[src/rtl/mem_port_arbiter_if.sv]
// Bundles the IF-stage, MEM-stage and memory-side signals of the unified memory port.
// Latency: none (wires only).
// Backpressure: requesters hold *_req until the matching *_valid pulse; *_stall mirrors the wait.
interface mem_port_arbiter_if #(
  parameter int ADDR_W = 32,
  parameter int DATA_W = 32
);
  // instruction fetch requester
  logic              if_req;
  logic [ADDR_W-1:0] if_addr;
  logic [DATA_W-1:0] if_rdata;
  logic              if_valid;
  logic              if_stall;

  // data memory requester
  logic              dm_req;
  logic              dm_we;
  logic [ADDR_W-1:0] dm_addr;
  logic [DATA_W-1:0] dm_wdata;
  logic [DATA_W-1:0] dm_rdata;
  logic              dm_valid;
  logic              dm_stall;

  // shared single-port memory
  logic              m_en;
  logic              m_we;
  logic [ADDR_W-1:0] m_addr;
  logic [DATA_W-1:0] m_wdata;
  logic [DATA_W-1:0] m_rdata;

  // arbiter view
  modport slave (
    input  if_req, if_addr, dm_req, dm_we, dm_addr, dm_wdata, m_rdata,
    output if_rdata, if_valid, if_stall, dm_rdata, dm_valid, dm_stall,
           m_en, m_we, m_addr, m_wdata
  );

  // pipeline + memory view
  modport master (
    output if_req, if_addr, dm_req, dm_we, dm_addr, dm_wdata, m_rdata,
    input  if_rdata, if_valid, if_stall, dm_rdata, dm_valid, dm_stall,
           m_en, m_we, m_addr, m_wdata
  );
endinterface

[src/rtl/mem_port_arbiter.sv]
// Serialises IF reads and MEM reads/writes onto one fixed-latency single-port memory.
// Latency: issue in cycle T, valid pulse in T+MEM_LAT+1; one access occupies MEM_LAT+2 cycles.
// Backpressure: losing/waiting requester sees *_stall=1 until its *_valid; DM wins unless IF is starved.
module mem_port_arbiter #(
  parameter int ADDR_W     = 32,
  parameter int DATA_W     = 32,
  parameter int MEM_LAT    = 2,
  parameter int STARVE_MAX = 4
) (
  input  logic             clk,
  input  logic             rst,
  mem_port_arbiter_if.slave bus
);

  localparam int CNT_W = $clog2(MEM_LAT + 1);
  localparam int ST_W  = $clog2(STARVE_MAX + 1);

  typedef enum logic [1:0] {S_IDLE, S_WAIT, S_DONE} state_t;
  typedef enum logic {OWN_IF, OWN_DM} owner_t;

  state_t            state;
  owner_t            owner;
  logic [CNT_W-1:0]  cnt;
  logic [ST_W-1:0]   starve_cnt;
  logic [ADDR_W-1:0] addr_q;
  logic [DATA_W-1:0] wdata_q;
  logic              we_q;
  logic [DATA_W-1:0] if_rdata_q;
  logic [DATA_W-1:0] dm_rdata_q;
  logic              if_valid_q;
  logic              dm_valid_q;

  logic              starved;
  logic              grant_if;
  logic              grant_dm;
  logic              issue;
  logic [ADDR_W-1:0] issue_addr;
  logic [DATA_W-1:0] issue_wdata;
  logic              issue_we;

  // Grant selection: DM has priority unless IF has waited through STARVE_MAX DM grants.
  // Reset gates the issue so the memory never sees a strobe while rst is low.
  always_comb begin
    starved     = (starve_cnt == ST_W'(STARVE_MAX));
    grant_if    = bus.if_req & (~bus.dm_req | starved);
    grant_dm    = bus.dm_req & ~grant_if;
    issue       = rst & (state == S_IDLE) & (bus.if_req | bus.dm_req);
    issue_addr  = grant_dm ? bus.dm_addr  : bus.if_addr;
    issue_wdata = grant_dm ? bus.dm_wdata : wdata_q;
    issue_we    = grant_dm & bus.dm_we;
  end

  // Memory-side drive: live grant values in the issue cycle, latched values afterwards.
  always_comb begin
    bus.m_en    = issue;
    bus.m_we    = issue & issue_we;
    bus.m_addr  = issue ? issue_addr  : addr_q;
    bus.m_wdata = issue ? issue_wdata : wdata_q;
  end

  // Requester-side outputs; stalls follow the live request so a dropped request never stalls.
  always_comb begin
    bus.if_rdata = if_rdata_q;
    bus.if_valid = if_valid_q;
    bus.if_stall = bus.if_req & ~if_valid_q;
    bus.dm_rdata = dm_rdata_q;
    bus.dm_valid = dm_valid_q;
    bus.dm_stall = bus.dm_req & ~dm_valid_q;
  end

  // Access FSM: IDLE issues, WAIT counts down memory latency and captures read data, DONE pulses valid.
  always_ff @(posedge clk or negedge rst) begin
    if (!rst) begin
      state      <= S_IDLE;
      owner      <= OWN_IF;
      cnt        <= '0;
      starve_cnt <= '0;
      addr_q     <= '0;
      wdata_q    <= '0;
      we_q       <= 1'b0;
      if_rdata_q <= '0;
      dm_rdata_q <= '0;
      if_valid_q <= 1'b0;
      dm_valid_q <= 1'b0;
    end else begin
      if_valid_q <= 1'b0;
      dm_valid_q <= 1'b0;
      case (state)
        S_IDLE: begin
          if (issue) begin
            owner   <= grant_dm ? OWN_DM : OWN_IF;
            addr_q  <= issue_addr;
            wdata_q <= issue_wdata;
            we_q    <= issue_we;
            cnt     <= CNT_W'(MEM_LAT - 1);
            state   <= S_WAIT;
            if (grant_if) begin
              starve_cnt <= '0;
            end else if (bus.if_req && !starved) begin
              starve_cnt <= starve_cnt + 1'b1;
            end
          end
        end
        S_WAIT: begin
          if (cnt == '0) begin
            if (owner == OWN_IF) begin
              if_rdata_q <= bus.m_rdata;
              if_valid_q <= 1'b1;
            end else begin
              // stores complete without disturbing the last load value
              if (!we_q) begin
                dm_rdata_q <= bus.m_rdata;
              end
              dm_valid_q <= 1'b1;
            end
            state <= S_DONE;
          end else begin
            cnt <= cnt - 1'b1;
          end
        end
        S_DONE: begin
          state <= S_IDLE;
        end
        default: begin
          state <= S_IDLE;
        end
      endcase
    end
  end

endmodule

[src/flat_wrapper.sv]
// flat-port wrapper written by rule: the top's interface ports become plain ports
module mem_port_arbiter_flat 
#(
  parameter int ADDR_W     = 32,
  parameter int DATA_W     = 32,
  parameter int MEM_LAT    = 2,
  parameter int STARVE_MAX = 4
)
  (clk, rst, bus_if_req, bus_if_addr, bus_dm_req, bus_dm_we, bus_dm_addr, bus_dm_wdata, bus_m_rdata, bus_if_rdata, bus_if_valid, bus_if_stall, bus_dm_rdata, bus_dm_valid, bus_dm_stall, bus_m_en, bus_m_we, bus_m_addr, bus_m_wdata);
  mem_port_arbiter_if #(.ADDR_W(ADDR_W), .DATA_W(DATA_W)) bus_i ();
  input  logic clk;
  input  logic rst;
  input wire logic [$bits(bus_i.if_req)-1:0] bus_if_req;
  input wire logic [$bits(bus_i.if_addr)-1:0] bus_if_addr;
  input wire logic [$bits(bus_i.dm_req)-1:0] bus_dm_req;
  input wire logic [$bits(bus_i.dm_we)-1:0] bus_dm_we;
  input wire logic [$bits(bus_i.dm_addr)-1:0] bus_dm_addr;
  input wire logic [$bits(bus_i.dm_wdata)-1:0] bus_dm_wdata;
  input wire logic [$bits(bus_i.m_rdata)-1:0] bus_m_rdata;
  output wire logic [$bits(bus_i.if_rdata)-1:0] bus_if_rdata;
  output wire logic [$bits(bus_i.if_valid)-1:0] bus_if_valid;
  output wire logic [$bits(bus_i.if_stall)-1:0] bus_if_stall;
  output wire logic [$bits(bus_i.dm_rdata)-1:0] bus_dm_rdata;
  output wire logic [$bits(bus_i.dm_valid)-1:0] bus_dm_valid;
  output wire logic [$bits(bus_i.dm_stall)-1:0] bus_dm_stall;
  output wire logic [$bits(bus_i.m_en)-1:0] bus_m_en;
  output wire logic [$bits(bus_i.m_we)-1:0] bus_m_we;
  output wire logic [$bits(bus_i.m_addr)-1:0] bus_m_addr;
  output wire logic [$bits(bus_i.m_wdata)-1:0] bus_m_wdata;
  assign bus_i.if_req = bus_if_req;
  assign bus_i.if_addr = bus_if_addr;
  assign bus_i.dm_req = bus_dm_req;
  assign bus_i.dm_we = bus_dm_we;
  assign bus_i.dm_addr = bus_dm_addr;
  assign bus_i.dm_wdata = bus_dm_wdata;
  assign bus_i.m_rdata = bus_m_rdata;
  assign bus_if_rdata = bus_i.if_rdata;
  assign bus_if_valid = bus_i.if_valid;
  assign bus_if_stall = bus_i.if_stall;
  assign bus_dm_rdata = bus_i.dm_rdata;
  assign bus_dm_valid = bus_i.dm_valid;
  assign bus_dm_stall = bus_i.dm_stall;
  assign bus_m_en = bus_i.m_en;
  assign bus_m_we = bus_i.m_we;
  assign bus_m_addr = bus_i.m_addr;
  assign bus_m_wdata = bus_i.m_wdata;
  mem_port_arbiter #(.ADDR_W(ADDR_W), .DATA_W(DATA_W), .MEM_LAT(MEM_LAT), .STARVE_MAX(STARVE_MAX)) u_core (.clk(clk), .rst(rst), .bus(bus_i));
endmodule
[config.mk]
export PLATFORM = sky130hd
export DESIGN_NAME = mem_port_arbiter_flat
export DESIGN_NICKNAME = d
export VERILOG_FILES = /design/src/rtl/mem_port_arbiter_if.sv /design/src/rtl/mem_port_arbiter.sv /design/src/flat_wrapper.sv
export SDC_FILE = /design/constraint.sdc
export NUM_CORES = 1
export LEC_CHECK = 0
export BUFFER_PORTS_ARGS = -buffer_cell sky130_fd_sc_hd__clkbuf_2
export CAP_MARGIN = 0
export CORE_UTILIZATION = 43
export DETAILED_ROUTE_END_ITERATION = 7
export PLACE_DENSITY = 0.8
export SETUP_SLACK_MARGIN = 0.15
export SYNTH_ARGS = -nofsm -noshare
export SYNTH_HDL_FRONTEND = slang
export SYNTH_SLANG_ARGS = --single-unit
[constraint.sdc]
create_clock -name clk -period 1.8 [get_ports clk]
set_input_delay 0.18 -clock clk [delete_from_list [all_inputs] [get_ports clk]]
set_output_delay 0.18 -clock clk [all_outputs]
set_load 0.01 [all_outputs]
==> out/metrics.csv, run 1 <==
metric;value;unit
DP Wirelength;11000;um
Routed WL;21700;um
largest family of logic cells by synthesized area;multiplexers;
Netlist Area Pre-Place;0.00628;sq mm
core footprint;0.0140;sq mm
Cells after DPL;939;
post-route setup slack;-0.427;ns
met2 wire len;11300;um
Finished Layout Cells;1031;
reg2reg end;u_core.wdata_q[11]$_DFFE_PN0N_;
R2R depth;7;
RSZ-0062 raised after global routing;true;
first-pass GRT wire length;29300;um
drt first pass iters;5;
final global-route overflow total;0;
initial antenna violation count;0;
fin crit period;2.23;ns
Mean Syn Cell Area;12.2;sq um
final net count;974;
Worst path slowest cell;dfrtp_1;
CP Capture Type;output port;
post-synthesis xor/xnor area fraction;0;
mux cell area share after synthesis;0.229;
critical path launch point type;flop;
#FFs+latches synth;139;
via-per-instance ratio;5.69;
Yosys cell types;29;
Total GRT Usage;0.256;
Final setup viols;76;
worst path cell trace;inv_2 -> ha_4 -> and3_4 -> buf_6 -> o21ai_0 -> a31oi_1 -> buf_2;
met3 WL;1710;um
pin count of the biggest net entering global routing;140;
synth top area cells;dfrtp_1 55%, mux2_2 18%, a31oi_1 6.4%;
worst-skew pair later-pin latency;0.42;ns
PortBufs;266;
TritonCTS Buffers;17;
Worst setup endpoint;bus_m_addr[28];
simple-gate share of the synthesized area;0.0476;
Worst Skew;0.0104;ns
fill count;908;
Final ANT Viol Nets;0;
initial DRC count;347;
failing checks;negative setup slack;
worst setup path category;reg -> out;
Seq/Total Area, Yosys;0.554;
layout cells sized above 1;0.651;
Slew Limit Fails;0;
Slowest Stage Delay on Critical Path;0.40;ns
CP startpoint;u_core.starve_cnt[0]$_DFFE_PN0P_;
vias in the first global route;5944;
Fin. Hold Viols;0;
Synth Area in Compound Gates;0.124;
root buffer cell;clkbuf_16;
status;finished with violations;
period utilization;1.24;
setup TNS;-23.98;ns
Syn Nets;649;
ANT cells;0;
Leak;4.84;nW
CTS H-tree depth;4;
CTS max path bufs;2;
Synth Warn #;0;
post-synth top area share;0.554;
RD Place Congestion;0.769;
Hold WC Path Type;in -> reg;
Area Overhead vs Synth;64.0;%
worst vdd ir;1.17;mV
drt wl/cell;21.1;um
# rows;43;
DRC viols;0;
Worst Path Required;1.62;ns
Reg clk slew, reported paths;0.06;ns
Die Width;123;um
Crit Path Max Fanout;12;
Starting Density;0.447;
io pins;267;
DIE AREA;0.0151;sq mm
Slew HR;0.508;
PwrDens;1800;mW/mm^2
clock sinks;139;
WP data arrival;2.05;ns
Die Span Y;123;um
vias after detailed routing;5865;
Metal-1 WL;7950;um
Reg2Reg Setup Slack;-0.07;ns
r2r startpoint;u_core.starve_cnt[0]$_DFFE_PN0P_;
post-synthesis instance total;513;
CTS tree;built;
top sig layer;met4;
Max Cap Viol;0;
Adder-Cell Fraction of Synth Area;0.00597;
worst slew pin tran;0.738;ns
cell type with the largest total area after synthesis;dfrtp_1;
max frequency;449;MHz
## cell usage in the layout, fill, tap and decap left out, drive strengths merged, types with 2 or more instances in the layout
| master | count |
|---|---|
| nor2 | 3 |
| a21boi | 2 |
| clkinv | 5 |
| nor2b | 2 |
| buf | 95 |
| nand3 | 36 |
| nand2 | 3 |
| clkbuf | 257 |
| a31oi | 64 |
| bufinv | 3 |
| dlygate4sd3 | 13 |
| ha | 3 |
| bufbuf | 2 |
| o21ai | 36 |
| a21oi | 34 |
| inv | 15 |
| dfrtp | 139 |
| mux2 | 128 |
## logic make-up (layout without fill, tap and decap cells)
kind of cell | after synthesis | after routing
flops | 139 | 139
simple gates | 53 | 53
fa+ha+maj | 3 | 3
compound gates | 138 | 138
mux | 128 | 128
buf+inv | 52 | 390
## routing by layer
| metal | global-route usage | vias to the layer above |
|---|---|---|
| met1 | 0.284 | 2892 |
| met5 | 0 | - |
| met2 | 0.453 | 327 |
| met4 | 0.0930 | 0 |
| met3 | 0.0841 | 77 |
| li1 | - | 2569 |
## how the worst min path moves through the flow
stage,start,endpoint,slack (ns),cells after the start
after global placement,rst,u_core.addr_q[0]$_DFFE_PN0N_,0.39,2
after global routing,bus_dm_wdata[7],u_core.wdata_q[7]$_DFFE_PN0N_,0.001,2
final,bus_m_rdata[22],u_core.bus.if_rdata[22]$_DFFE_PN0P_,0.02,2
after CTS,bus_m_rdata[30],u_core.bus.if_rdata[30]$_DFFE_PN0P_,0.0001,2
after floorplan,rst,u_core.addr_q[0]$_DFFE_PN0N_,-0.12,0
after detailed placement,rst,u_core.addr_q[31]$_DFFE_PN0N_,0.38,2
## cells in the mapped netlist
master	instances
a21boi_0	2
a21oi_1	34
a31oi_1	64
and2_1	1
and3_1	1
and3b_1	1
and4b_1	1
and4bb_2	1
buf_2	14
buf_4	3
buf_6	3
clkbuf_1	22
dfrtp_1	139
ha_1	3
inv_1	9
inv_2	1
mux2_1	28
mux2_2	100
nand2_1	3
nand3_1	36
nand4_1	1
nor2_1	3
nor2b_1	2
nor3b_4	1
o21ai_0	36
o22ai_1	1
o2bb2ai_1	1
or2_0	1
or3b_2	1
## area by class of cell
class	instances	area, sq um	share of cell area
Clock buffer	19	433	0.0420
Clock inverter	13	180	0.0175
Inverter	10	42.5	0.00413
Multi-Input combinational cell	322	3200	0.311
Sequential cell	139	3480	0.338
Tap cell	180	225	0.0219
Timing Repair Buffer	348	2740	0.266
## power breakdown
part / internal (mW) / total, mW / switching (mW)
sequential: 4.68 / 5.67 / 0.987
clock: 2.22 / 3.67 / 1.45
combinational: 5.11 / 9.21 / 4.11
total: 12.0 / 18.5 / 6.54
## sequential cells by signal (all words and copies together) (netlist names)
register / flops
u_core.addr_q: 32
u_core.state: 2
u_core.bus.if_rdata: 32
u_core.starve_cnt: 3
u_core.bus.if_valid: 1
u_core.wdata_q: 32
u_core.owner: 1
u_core.cnt: 2
u_core.we_q: 1
u_core.bus.dm_valid: 1
u_core.bus.dm_rdata: 32
## worst max-delay path: cells and delay by family, from the launching register on
kind	cells	cell delay, ns
flops	1	0.40
buf+inv	3	0.43
compound gates	2	0.39
fa+ha+maj	1	0.16
simple gates	1	0.26
## what timing repair did
item / 4_1_cts / 5_1_grt
cloned: 14 / 10
pin swaps: 13 / 7
gates resized for setup: 81 / 164
hold buffers: 13 / 0
hold endpoints to repair: 156 / 0
endpoints found under the setup margin: 149 / 182
buffers inserted: 19 / 5
## per-stage QoR
stage / hold slack, ns / cell area [sq um] / util / total power [mW] / setup WS (ns)
after CTS: 0.000104 / 9450 / 0.673 / 16.7 / -0.391
final: 0.0165 / 10300 / 0.734 / 18.5 / -0.427
after floorplan: -0.116 / 6310 / - / 9.20 / 0.126
after detailed placement: 0.382 / 7920 / 0.564 / 11.8 / -0.0246
after global routing: 0.00104 / 10300 / 0.734 / 19.4 / -0.506
after global placement: 0.389 / 7920 / 0.564 / 11.6 / 0.0442
Note: power is estimated with default switching activity, not from simulation.
==> run 2, diff against run 1 <==
--- a/config.mk
+++ b/config.mk
@@ -7,9 +7,9 @@
 export LEC_CHECK = 0
 export BUFFER_PORTS_ARGS = -buffer_cell sky130_fd_sc_hd__clkbuf_2
 export CAP_MARGIN = 0
-export CORE_UTILIZATION = 43
+export CORE_UTILIZATION = 52
 export DETAILED_ROUTE_END_ITERATION = 7
-export PLACE_DENSITY = 0.8
+export PLACE_DENSITY = 0.9
 export SETUP_SLACK_MARGIN = 0.15
 export SYNTH_ARGS = -nofsm -noshare
 export SYNTH_HDL_FRONTEND = slang
==> constraint.sdc (replaced) <==
create_clock -name clk -period 2.6 [get_ports clk]
set_input_delay 0.26 -clock clk [delete_from_list [all_inputs] [get_ports clk]]
set_output_delay 0.26 -clock clk [all_outputs]
set_load 0.01 [all_outputs]
==> out/metrics.csv, run 2 (synthesized netlist as in run 1, its figures left out) <==
metric;value;unit;change
Fin. Hold Viols;6;;+6
CTS max path bufs;2;;unchanged
final global-route overflow total;0;;unchanged
Reg clk slew, reported paths;0.06;ns;about the same
# rows;39;;-9.3%
final net count;915;;-6.1%
stages on the worst setup path;7;;unchanged
Area Overhead vs Synth;34.3;%;
initial DRC count;443;;+28%
Hold WC Path Type;in -> async;;
Total GRT Usage;0.275;;+0.0198
Die Width;112;um;-8.9%
Clock Power Share;0.224;;+0.026
RD Place Congestion;0.847;;+10%
Slew HR;0.308;;-0.200
max frequency;424;MHz;
core footprint;0.0116;sq mm;-17%
commonest non-fill, non-tap cell in the layout;clkbuf_2;;
PortBufs;266;;unchanged
placed instance area;0.00772;sq mm;-2.4%
TritonCTS Buffers;17;;unchanged
worst path cell trace;inv_1 -> ha_1 -> and3_4 -> buf_6 -> o21ai_0 -> a31oi_1 -> clkbuf_2;;
worst-skew pair later-pin latency;0.41;ns;about the same
Cells after DPL;894;;-4.8%
worst setup path category;reg -> out;;
RSZ-0062 raised after global routing;true;;
clock sinks;139;;unchanged
fin crit period;2.36;ns;
worst slew pin tran;1.04;ns;+0.300 ns
Top Family by Delay on Critical Path;buffers and inverters;;
r2r startpoint;u_core.starve_cnt[0]$_DFFE_PN0P_;;
reg2reg end;u_core.wdata_q[29]$_DFFE_PN0N_;;
Switching Share;0.358;;+0.00560
DRC viols;16;;+16
worst vdd ir;0.841;mV;-28%
Slew Limit Fails;0;;unchanged
Final ANT Viol Nets;0;;unchanged
Worst path slowest cell;dfrtp_1;;
via-per-instance ratio;5.78;;+1.6%
layout cells sized above 1;0.540;;-0.111
Worst Path Required;2.34;ns;+0.72 ns
Die Span Y;112;um;-8.9%
combinational share of power;0.416;;-0.081
Crit Path Max Fanout;19;;+7
period utilization;0.907;;
pin count of the biggest net entering global routing;83;;-41%
Hold-fix buffers, CTS;0;;-13
initial antenna violation count;0;;unchanged
drt first pass iters;7;;+2
Leak;4.04;nW;-17%
Routed WL;17000;um;-22%
Finished Layout Cells;935;;-9.3%
most frequent cells in the layout;265 x clkbuf_2, 139 x dfrtp_1, 100 x mux2_2;;
vias after detailed routing;5403;;-7.9%
Seq pwr share;0.360;;+0.055
Reg2Reg Setup Slack;0.62;ns;+0.69 ns
Internal;6.76;mW;-44%
DIE AREA;0.0125;sq mm;-17%
failing checks;design-rule violations, negative hold slack;;
hold_ws;-0.00123;ns;-0.0178 ns
Switching Power;3.77;mW;-42%
WP data arrival;2.10;ns;+0.05 ns
Starting Density;0.541;;+0.0936
status;finished with violations;;
Max Cap Viol;0;;unchanged
vias in the first global route;5546;;-6.7%
setup TNS;0;ns;+23.98 ns
ANT cells;0;;unchanged
Slowest Stage Delay on Critical Path;0.38;ns;-0.02 ns
Final setup viols;0;;-100%
cell area after layout;0.00844;sq mm;-18%
post-route core utilization;0.727;;-0.00728
root buffer cell;clkbuf_16;;
PwrDens;1250;mW/mm^2;-31%
first-pass GRT wire length;26600;um;-9.3%
CTS H-tree depth;4;;unchanged
WP buf/inv;3;;unchanged
CTS tree;built;;
R2R depth;6;;-1
CP Capture Type;output port;;
critical path launch point type;flop;;
drt wl/cell;18.1;um;-14%
Worst Skew;0.00773;ns;-0.00272 ns
DP Wirelength;11800;um;+7.3%
io pins;267;;unchanged
==> run 2: cell count changes in the layout (fill, tap and decap cells not counted), sizes merged, moves of 2 or more <==
cell	previous run	this run
buf	95	20
clkbuf	257	284
dlygate4sd3	13	0
clkinvlp	0	6
inv	15	11
nand3	36	40
bufbuf	2	0
==> run 2: through the flow <==
| step | setup slack [ns] | power (mW) |
|---|---|---|
| 4_1_cts | 0.173 | 10.5 |
| 3_3_place_gp | 0.521 | 7.80 |
| 6_report | 0.241 | 10.5 |
| 2_1_floorplan | 0.695 | 6.28 |
| 5_1_grt | 0.125 | 11.1 |
| 3_5_place_dp | 0.432 | 8.06 |
==> run 2: per-layer routing <==
layer	track usage	routed length, um	vias to the layer above
met5	0	0	-
met4	0.133	393	0
met1	0.320	6660	2640
met2	0.472	8730	278
met3	0.0740	1190	34
li1	-	-	2451
==> run 2: timing repair <==
item | in CTS | in global routing
pin swaps | 3 | 0
gates cloned | 3 | 1
gates resized for setup | 7 | 4
buffers inserted | 2 | 3
endpoints found under the setup margin | 51 | 53
==> run 2: worst reg2reg max path, delay by kind of cell (launching register included) <==
family	cells	cell delay (ns)
AND/OR/NAND/NOR	2	0.50
buffers and inverters	2	0.39
flip-flops	1	0.38
multiplexers	1	0.37
adder cells (fa/ha/maj)	1	0.24
==> run 2: power by group through the flow <==
stage / clock network, mW / registers, mW / logic, mW
floorplan: 0 / 3.90 / 2.39
finish: 2.36 / 3.80 / 4.38
detailed placement: 0 / 3.79 / 4.27
CTS: 2.40 / 3.78 / 4.36
global route: 2.50 / 3.90 / 4.72
global placement: 0 / 3.71 / 4.09
==> run 2: worst max path at each step <==
stage | startpoint | endpoint | slack (ns)
floorplan | u_core.starve_cnt[0]$_DFFE_PN0P_ | bus_m_wdata[10] | 0.69
global placement | u_core.starve_cnt[0]$_DFFE_PN0P_ | bus_m_wdata[25] | 0.52
detailed placement | u_core.starve_cnt[0]$_DFFE_PN0P_ | bus_m_addr[22] | 0.43
CTS | u_core.starve_cnt[0]$_DFFE_PN0P_ | bus_m_addr[22] | 0.17
global route | u_core.starve_cnt[0]$_DFFE_PN0P_ | bus_m_addr[22] | 0.12
finish | u_core.starve_cnt[0]$_DFFE_PN0P_ | bus_m_addr[22] | 0.24
==> run 2: final cells by class <==
class / count / area, sq um
Clock inverter: 13 / 145
Clock buffer: 19 / 443
Tap cell: 143 / 179
Sequential cell: 139 / 3480
Multi-Input combinational cell: 326 / 2650
Fill cell: 782 / 3180
Timing Repair Buffer: 285 / 1500
Inverter: 10 / 42.5
==> run 3, diff against run 2 <==
--- a/config.mk
+++ b/config.mk
@@ -7,9 +7,11 @@
 export LEC_CHECK = 0
 export BUFFER_PORTS_ARGS = -buffer_cell sky130_fd_sc_hd__clkbuf_2
 export CAP_MARGIN = 0
-export CORE_UTILIZATION = 52
+export CELL_PAD_IN_SITES_DETAIL_PLACEMENT = 0
+export CELL_PAD_IN_SITES_GLOBAL_PLACEMENT = 1
+export CORE_UTILIZATION = 33
 export DETAILED_ROUTE_END_ITERATION = 7
-export PLACE_DENSITY = 0.9
+export PLACE_DENSITY = 0.8
 export SETUP_SLACK_MARGIN = 0.15
 export SYNTH_ARGS = -nofsm -noshare
 export SYNTH_HDL_FRONTEND = slang
==> constraint.sdc (replaced) <==
create_clock -name clk -period 2.1 [get_ports clk]
set_input_delay 0.21 -clock clk [delete_from_list [all_inputs] [get_ports clk]]
set_output_delay 0.21 -clock clk [all_outputs]
set_load 0.01 [all_outputs]
==> out/metrics.csv, run 3 (synthesized netlist as in run 1, its figures left out) <==
metric;value;unit;change
Worst Skew;0.00682;ns;-0.000913 ns
post-route setup slack;-0.124;ns;-0.364 ns
worst setup path category;reg -> out;;
worst slew pin tran;0.900;ns;-0.138 ns
root buffer cell;clkbuf_16;;
drt first pass iters;4;;-3
Slew HR;0.400;;+0.0919
worst vdd ir;0.969;mV;+15%
Hold-fix buffers, CTS;0;;unchanged
Die Span Y;140;um;+25%
Top Family by Delay on Critical Path;buffers and inverters;;
initial antenna violation count;0;;unchanged
failing checks;negative setup slack;;
CTS tree;built;;
via-per-instance ratio;5.14;;-11%
vias in the first global route;5460;;-1.6%
drt wl/cell;17.4;um;-4.1%
busiest grt layer;met2;;
RSZ-0062 raised after global routing;true;;
WP data arrival;2.01;ns;-0.09 ns
WP buf/inv;3;;unchanged
Max Cap Viol;0;;unchanged
Starting Density;0.336;;-0.205
Slew Limit Fails;0;;unchanged
clock sinks;139;;unchanged
Fin. Hold Viols;0;;-6
Area Overhead vs Synth;55.4;%;
status;finished with violations;;
worst-skew pair later-pin latency;0.42;ns;about the same
io pins;267;;unchanged
Die Width;140;um;+25%
DRC viols;0;;-16
final net count;951;;+3.9%
Final ANT Viol Nets;0;;unchanged
commonest non-fill, non-tap cell in the layout;clkbuf_2;;
ANT cells;0;;unchanged
period utilization;1.06;;
worst path cell trace;nor3b_4 -> nand3_4 -> buf_12 -> clkbuf_16 -> mux2_4 -> buf_6;;
layout cells sized above 1;0.645;;+0.105
most frequent cells in the layout;220 x clkbuf_2, 139 x dfrtp_1, 100 x mux2_2;;
critical path launch point type;flop;;
Leak;4.56;nW;+13%
DIE AREA;0.0196;sq mm;+56%
initial DRC count;270;;-39%
Routed WL;18500;um;+9.0%
Worst path slowest cell;dfrtp_1;;
CTS max path bufs;2;;unchanged
post-route core utilization;0.522;;-0.205
DP Wirelength;11600;um;-1.8%
first-pass GRT wire length;28200;um;+5.9%
TritonCTS Buffers;17;;unchanged
Total Power;14.8;mW;+40%
vias after detailed routing;5459;;+1.0%
RD Place Congestion;0.757;;-11%
Reg clk slew, reported paths;0.06;ns;about the same
Crit Path Max Fanout;7;;-12
Worst Path Required;1.89;ns;-0.45 ns
CTS H-tree depth;4;;unchanged
GR Util met1;0.223;;-0.0971
fin crit period;2.22;ns;
Final setup viols;63;;+63
final global-route overflow total;0;;unchanged
Slowest Stage Delay on Critical Path;0.42;ns;+0.04 ns
# rows;50;;+28%
M3 GR Usage;0.0588;;-0.0152
core footprint;0.0187;sq mm;+61%
max frequency;450;MHz;
PwrDens;1510;mW/mm^2;+21%
PortBufs;266;;unchanged
pin count of the biggest net entering global routing;71;;-14%
CP Capture Type;output port;;
Hold WC Path Type;in -> async;;
global routing usage on met2;0.303;;-0.169
Total GRT Usage;0.183;;-0.0923
[run 3: where the power goes]
part           switching [mW]  total [mW]  internal [mW]
Clock                    1.27        2.94           1.68
Combinational            3.23        7.13           3.90
Sequential              0.687        4.69           4.01
[run 3: routing by layer]
layer	vias to the layer above	wire [um]
met5	-	0
met4	0	339
met3	24	1200
met2	199	9100
met1	2715	7840
li1	2521	-
[run 3: area by class of cell]
cell class / count / area (sq um)
multi-input cells: 322 / 3040
well taps: 234 / 293
fillers: 1648 / 8940
flip-flops and latches: 139 / 3480
clock buffers: 17 / 425
repair buffers: 325 / 2320
clock inverters: 15 / 153
inverters: 10 / 50.0
[run 3: per-stage QoR]
step	instance area (sq um)	setup WS, ns	instances	TNS (ns)	hold slack (ns)
floorplan	6280	0.245	513	0	-0.0856
global placement	7950	0.211	993	0	0.445
detailed placement	7950	0.188	993	0	0.450
CTS	9080	-0.145	1047	-6.21	0.00240
global route	9760	-0.211	1062	-10.70	0.0128
finish	9760	-0.124	1062	-4.83	0.0165
[run 3: final timing paths]
check,from,end,slack (ns),cells past startpoint
worst max register to register,u_core.state[0]$_DFFE_PN0P_,u_core.wdata_q[4]$_DFFE_PN0N_,0.23,7
worst max-delay path,u_core.state[0]$_DFFE_PN0P_,bus_m_wdata[4],-0.12,6
min in group clk,bus_m_rdata[6],u_core.bus.dm_rdata[6]$_DFFE_PN0P_,0.03,2
worst min register to register,u_core.bus.dm_rdata[6]$_DFFE_PN0P_,u_core.bus.dm_rdata[6]$_DFFE_PN0P_,0.49,1
worst min-delay path,rst,u_core.starve_cnt[2]$_DFFE_PN0P_,0.02,2
max in group asynchronous,rst,u_core.wdata_q[21]$_DFFE_PN0N_,1.49,2
[run 3: what timing repair did]
| action | CTS | global route |
|---|---|---|
| cloned | 11 | 3 |
| pin swaps | 14 | 19 |
| setup endpoints to repair | 66 | 66 |
| setup buffers | 11 | 12 |
| gates resized for setup | 70 | 144 |
